**config.mk**
```make
export PLATFORM = sky130hd
export DESIGN_NAME = ahb_bus_arbiter_2m
export DESIGN_NICKNAME = d
export VERILOG_FILES = /design/src/rtl/ahb_bus_arbiter_2m.sv
export SDC_FILE = /design/constraint.sdc
export NUM_CORES = 1
export LEC_CHECK = 0
export BUFFER_PORTS_ARGS = -buffer_cell sky130_fd_sc_hd__buf_2
export CAP_MARGIN = 20
export CORE_AREA = 2 2 86 88
export DETAILED_ROUTE_END_ITERATION = 16
export DIE_AREA = 0 0 88 90
export SETUP_SLACK_MARGIN = 0.2
export SKIP_LAST_GASP = 1
export SYNTH_ARGS = -nofsm -noshare
export SYNTH_HDL_FRONTEND = slang
export SYNTH_SLANG_ARGS = --single-unit
```
**constraint.sdc**
```tcl
create_clock -name HCLK -period 3 [get_ports HCLK]
set_clock_uncertainty 0.05 [all_clocks]
set_input_delay 0.3 -clock HCLK [delete_from_list [all_inputs] [get_ports HCLK]]
set_output_delay 0.3 -clock HCLK [all_outputs]
set_load 0.03 [all_outputs]
```
**src/rtl/ahb_bus_arbiter_2m.sv**
```systemverilog
// Two-master AHB-lite arbiter with address-phase and write-data multiplexing.
// Optional build macro AHB_ARB_RR_EN: round-robin between contending masters.
module ahb_bus_arbiter_2m #(
  parameter int unsigned DEFAULT_MASTER = 0,
  parameter int unsigned MAX_BEATS      = 8,
  parameter int unsigned CNT_W          = 4
) (
  input  logic        HCLK,
  input  logic        HRESETn,
  input  logic        HBUSREQ_M0,
  input  logic        HBUSREQ_M1,
  input  logic        HLOCK_M0,
  input  logic        HLOCK_M1,
  output logic        HGRANT_M0,
  output logic        HGRANT_M1,
  input  logic [31:0] HADDR_M0,
  input  logic [31:0] HADDR_M1,
  input  logic [1:0]  HTRANS_M0,
  input  logic [1:0]  HTRANS_M1,
  input  logic        HWRITE_M0,
  input  logic        HWRITE_M1,
  input  logic [2:0]  HSIZE_M0,
  input  logic [2:0]  HSIZE_M1,
  input  logic [31:0] HWDATA_M0,
  input  logic [31:0] HWDATA_M1,
  output logic [31:0] HADDR,
  output logic [1:0]  HTRANS,
  output logic        HWRITE,
  output logic [2:0]  HSIZE,
  output logic [31:0] HWDATA,
  input  logic        HREADY,
  output logic        HMASTER,
  output logic        HMASTLOCK
);

  localparam logic             DEF_M    = 1'(DEFAULT_MASTER);
  localparam logic [CNT_W-1:0] CNT_SAT  = {CNT_W{1'b1}};
  localparam logic [CNT_W-1:0] BEAT_LIM = CNT_W'(MAX_BEATS);
  localparam logic             LIMIT_EN = (MAX_BEATS != 0);

  logic             grant;
  logic             grant_nxt;
  logic             addr_owner;
  logic             data_owner;
  logic             lock_q;
  logic [CNT_W-1:0] beat_cnt;
  logic [CNT_W-1:0] beat_cnt_nxt;
  logic             req_cur;
  logic             lock_cur;
  logic             both_req;
  logic             limit_hit;

  // Request/lock of whichever master currently holds the grant
  assign req_cur   = grant ? HBUSREQ_M1 : HBUSREQ_M0;
  assign lock_cur  = grant ? HLOCK_M1   : HLOCK_M0;
  assign both_req  = HBUSREQ_M0 & HBUSREQ_M1;
  assign limit_hit = LIMIT_EN && (beat_cnt >= BEAT_LIM);

`ifdef AHB_ARB_RR_EN
  logic last_winner;

  always_ff @(posedge HCLK or negedge HRESETn) begin
    if (!HRESETn) begin
      last_winner <= DEF_M;
    end else if (HREADY && (grant_nxt != grant)) begin
      last_winner <= grant_nxt;
    end
  end
`endif

  // Arbitration: lock hold, then contention rules, then parking on the default master
  always_comb begin
    grant_nxt = grant;
    if (lock_q && lock_cur) begin
      grant_nxt = grant;
`ifdef AHB_ARB_RR_EN
    end else if (both_req) begin
      grant_nxt = ~last_winner;
`endif
    end else if (both_req && limit_hit) begin
      grant_nxt = ~grant;
    end else if (req_cur) begin
      grant_nxt = grant;
    end else if (HBUSREQ_M0) begin
      grant_nxt = 1'b0;
    end else if (HBUSREQ_M1) begin
      grant_nxt = 1'b1;
    end else begin
      grant_nxt = DEF_M;
    end
  end

  // Beats are counted on the address phase actually on the bus, not on the grant
  always_comb begin
    beat_cnt_nxt = beat_cnt;
    if (grant_nxt != grant) begin
      beat_cnt_nxt = '0;
    end else if (HTRANS[1] && (beat_cnt != CNT_SAT)) begin
      beat_cnt_nxt = beat_cnt + CNT_W'(1);
    end
  end

  always_ff @(posedge HCLK or negedge HRESETn) begin
    if (!HRESETn) begin
      grant      <= DEF_M;
      addr_owner <= DEF_M;
      data_owner <= DEF_M;
      beat_cnt   <= '0;
      lock_q     <= 1'b0;
    end else if (HREADY) begin
      grant      <= grant_nxt;
      addr_owner <= grant;
      data_owner <= addr_owner;
      beat_cnt   <= beat_cnt_nxt;
      lock_q     <= lock_cur;
    end
  end

  // Slave-side muxes: address phase follows addr_owner, write data lags by one phase
  always_comb begin
    HADDR  = addr_owner ? HADDR_M1  : HADDR_M0;
    HTRANS = addr_owner ? HTRANS_M1 : HTRANS_M0;
    HWRITE = addr_owner ? HWRITE_M1 : HWRITE_M0;
    HSIZE  = addr_owner ? HSIZE_M1  : HSIZE_M0;
    HWDATA = data_owner ? HWDATA_M1 : HWDATA_M0;
  end

  assign HGRANT_M0 = ~grant;
  assign HGRANT_M1 = grant;
  assign HMASTER   = addr_owner;
  assign HMASTLOCK = lock_q & (HTRANS != 2'b00);

endmodule

```
---- Yosys cells after proc, flatten, opt, wreduce, memory -nomap -nowiden ----
Cells that the tools add are included.
word-level totals
  flip-flop bits (word level) ............. 8
  word-level logic and storage cells ...... 32
  memory bits (read-only) ................. 0
  memories ................................ 0
  latch bits .............................. 0
  bits of input ports ..................... 147
  memory bits (writable) .................. 0
cells by class
  reduce and logical (&&, ||, !) cells .... 6
  equality and inequality tests ........... 2
  divide/modulo/power cells ............... 0
  bitwise gates (word level) .............. 3
  multiply operators ...................... 0
  add/subtract/negate cells ............... 1
  shift operators ......................... 0
  $lt $le $gt $ge ......................... 1
  muxes and demuxes ....................... 14
operators with widths
  cell                                                      number
  two-way mux 32 bit                                        2
  two-way mux 1 bit                                         8
  two-way mux 4 bit                                         2
  adder 4 x 1 -> 4 bit, second input constant               1
  greater-or-equal comparator 4 bit, second input constant  1
  != test 4 bit, second input constant                      1
  nonzero test 2 bit                                        2
  logical AND 1 bit                                         3
  two-way mux 3 bit                                         1
  bitwise AND 1 bit                                         2
  two-way mux 2 bit                                         1
  AND reduction 2 bit                                       1
  != test 1 bit                                             1
  NOT 1 bit                                                 1

---- Longest topological paths before layout ----
  depth in word-level cells ............... 8
  depth in mapped cells ................... 5
  gate-level depth less buffers ........... 5

---- Least setup slack after synthesis ----
No wires, ideal clock.
  kind .................................... register to output
  start ................................... reg addr_owner, in the netlist HMASTER
  end ..................................... out HADDR[15]
  data arrival time ....................... 1,489 ps
  slack ................................... 1,161 ps
  required time ........................... 2,650 ps
  stages on the path, launching flop included .. 4
  cell sequence ........................... dfrtp_1 -> buf_2 -> buf_2 -> mux2_2
on the way
  cells in the longest elaborated chain, start to end .. 1
RTL lines
  what                    RTL line  text
  from (decl)             43        logic addr_owner;
  from (signal assigned)  112       addr_owner <= grant;
  two-way mux 32 bit      121       HADDR = addr_owner ? HADDR_M1 : HADDR_M0;
  to (decl)               26        output logic [31:0] HADDR,
No other way between the ends.

---- Worst setup path after layout ----
  start ................................... reg addr_owner, in the netlist HMASTER
  end ..................................... out HADDR[29]
Same word-level chain as after synthesis.

==> metrics.txt <==
worst-margin pin slew=0.419 ns; Syn Inst Count=125; Syn Area/Cell=10.3 sq um; CTS buffer count=3; initial antenna violation count=0; sw frac=between 50% and 60%; Core Area=7020 sq um; clock tree from TritonCTS=yes; Hold Path Class=primary input to flip-flop; Post-synth EDFFs=0; vias post-DR=1759; peak supply drop=205 uV; ANT cells=0; post-layout min period=2.15 ns; Async SR Flop Fraction=100%; Hold Path Cell Cnt=2; slew margin rel.=72.0%; Cell variety after synth=29; die width=~90 um; maxcap violations=0; critical path arrival=1.80 ns; Internal=0.697 mW; commonest cells after routing, fill and taps aside=buf_2 (220), mux2_2 (71), dfrtp_1 (8); Clock Sink Count=8; most common cell after layout, fill and taps aside=buf_2; Die ar.=7920 sq um; Critical Path Source Type=flip-flop; wire per inst=11.4 um; Clock Latency Late Sink=0.23 ns; Die Ht=90 um; setup TNS=0 ns; min-delay src=HREADY; Post-Syn Area=1290 sq um; # fillers=724; Leakage=approximately 1.4 nW; vias in the first global route=1649; Root Buffer=clkbuf_8; # rows=31; clock network fraction of design power=approximately 8.6%; Ports=221; total global-route track usage=11.4%; Synth Flop Type=dfrtp_1; RSZ-0062 raised after global routing=false; CP cell instances=buf_4 -> mux2_2 -> buf_2; Data required, critical path=about 2.7 ns; Hold Vio Cnt, Final=0; DP HPWL=4.34 mm; crit end category=primary output; Seq cells post-synth=8; Starting Density=18.3%; Worst R2R Path Depth=4; TritonRoute pass-1 iters=4; Routed Antenna Nets=0; grt ovf=0; Gate power share=78.8%; Reg power frac=around an eighth; Pins Over Slew Limit=0; Seq/Total Area, Yosys=15.5%; reg2reg end=beat_cnt[3]; Psw=0.765 mW; Buffers on Ports=220; wire length of the first global-routing pass=7.40 mm; Vias per Instance=3.99; Net Count, Synth=274; CP Class=flip-flop to primary output; Worst Hold End=lock_q; nets=493; Pwr Total=around 1.5 mW; worst r2r src=HMASTER; gpl congestion=0.763; P&R area growth vs syn=97.1%; maximum clock rate=0.466 GHz; R2R Setup Slk=around 1.4 ns; fin crit share=71.6%; Ys Warns=0; top cell family by delay on the critical path=buffers and inverters; setup violators final=0; Resize count post-CTS=0; CTS H-tree lvls=1; P per Cell Area=576 nW/um^2; CTS max path bufs=2; pin count of the biggest net entering global routing=34; number of remaining DRC errors=0; Reg clk slew, reported paths=0.04 ns; CP Buf/Inv Count=2; share of post-route cells with drive strength above 1=87.4%; 1st-iter DRT viols=21; CP Max Fanout=31; DRT Wirelength=5.05 mm; postcts setup bufs=0; CP max-delay cell=dfrtp_1; outcome=finished, final reports clean; slowest stage delay, CP=0.56 ns
==> cell usage after synthesis (2+ instances only) <==
master	n	area, sq um
a21oi_1	4	20.0
buf_2	6	30.0
clkbuf_1	2	7.51
dfrtp_1	8	200
ha_1	2	25.0
inv_1	4	15.0
mux2_2	71	800
nand2_1	2	7.51
nand3_1	2	10.0
nor2_1	4	15.0
o21ai_0	2	10.0
==> worst max path at each step <==
stage                        from         to  slack [ns]  depth (start not counted)
after floorplan           HMASTER  HADDR[15]        1.16                          3
after global placement    HMASTER  HADDR[29]        1.11                          3
after detailed placement  HMASTER  HADDR[29]        1.08                          3
after CTS                 HMASTER  HADDR[29]        0.83                          3
after global routing      HMASTER   HSIZE[1]        0.74                          3
final                     HMASTER  HADDR[29]        0.85                          3
==> area by class of cell <==
cell class              instances  area [sq um]  area share (%)
repair buffers                223          1130            44.4
flip-flops and latches          8           200            7.89
clock buffers                   3          41.3            1.63
well taps                      99           124            4.88
inverters                       4          15.0           0.592
multi-input cells             104          1030            40.6
==> per-stage QoR <==
step	std cells	hold slack, ns	setup slack (ns)	area, sq um	util, %
global route	441	0.369	0.736	2540	36.1
detailed placement	437	0.111	1.08	2490	35.4
global placement	437	0.108	1.11	2490	35.4
finish	441	0.348	0.852	2540	36.1
floorplan	125	-0.0456	1.16	1290	-
CTS	441	0.343	0.831	2540	36.1
==> state kept, by name, summed over array words and instances, names as in the netlist <==
signal,count
beat_cnt,4
HMASTER,1
HGRANT_M1,1
data_owner,1
lock_q,1
==> layer usage <==
layer	global-route usage (%)	part of all wire, %	routed length (um)	up-vias
li1	-	-	-	897
met1	14.0	41	2090	778
met2	20.6	51	2570	80
met3	1.38	7.0	353	4
met4	2.56	0.59	30	0
met5	0	0	0	-
==> timing repair <==
action / in CTS / in global routing
endpoints found under the hold margin: 8 / 0
setup endpoints to repair: 0 / 0
hold buffers: 1 / 0
==> power groups by stage <==
| stage | registers [mW] | clock network [mW] | logic [mW] |
|---|---|---|---|
| global route | 0.192 | 0.138 | 1.22 |
| CTS | 0.185 | 0.131 | 1.16 |
| finish | 0.184 | 0.125 | 1.15 |
| floorplan | 0.184 | 0 | 0.847 |
| global placement | 0.185 | 0 | 1.14 |
| detailed placement | 0.187 | 0 | 1.16 |
==> cell families (layout without fill, tap and decap cells) <==
group | Yosys count | count (layout) | share of synthesized area, %
buf+inv | 13 | 230 | 4.37
simple gates | 14 | 14 | 5.74
xor+xnor | 2 | 2 | 1.36
compound gates | 13 | 13 | 7.00
flops | 8 | 8 | 15.5
fa+ha+maj | 2 | 2 | 1.94
mux | 73 | 73 | 64.0
(Power assumes the default switching activity.)
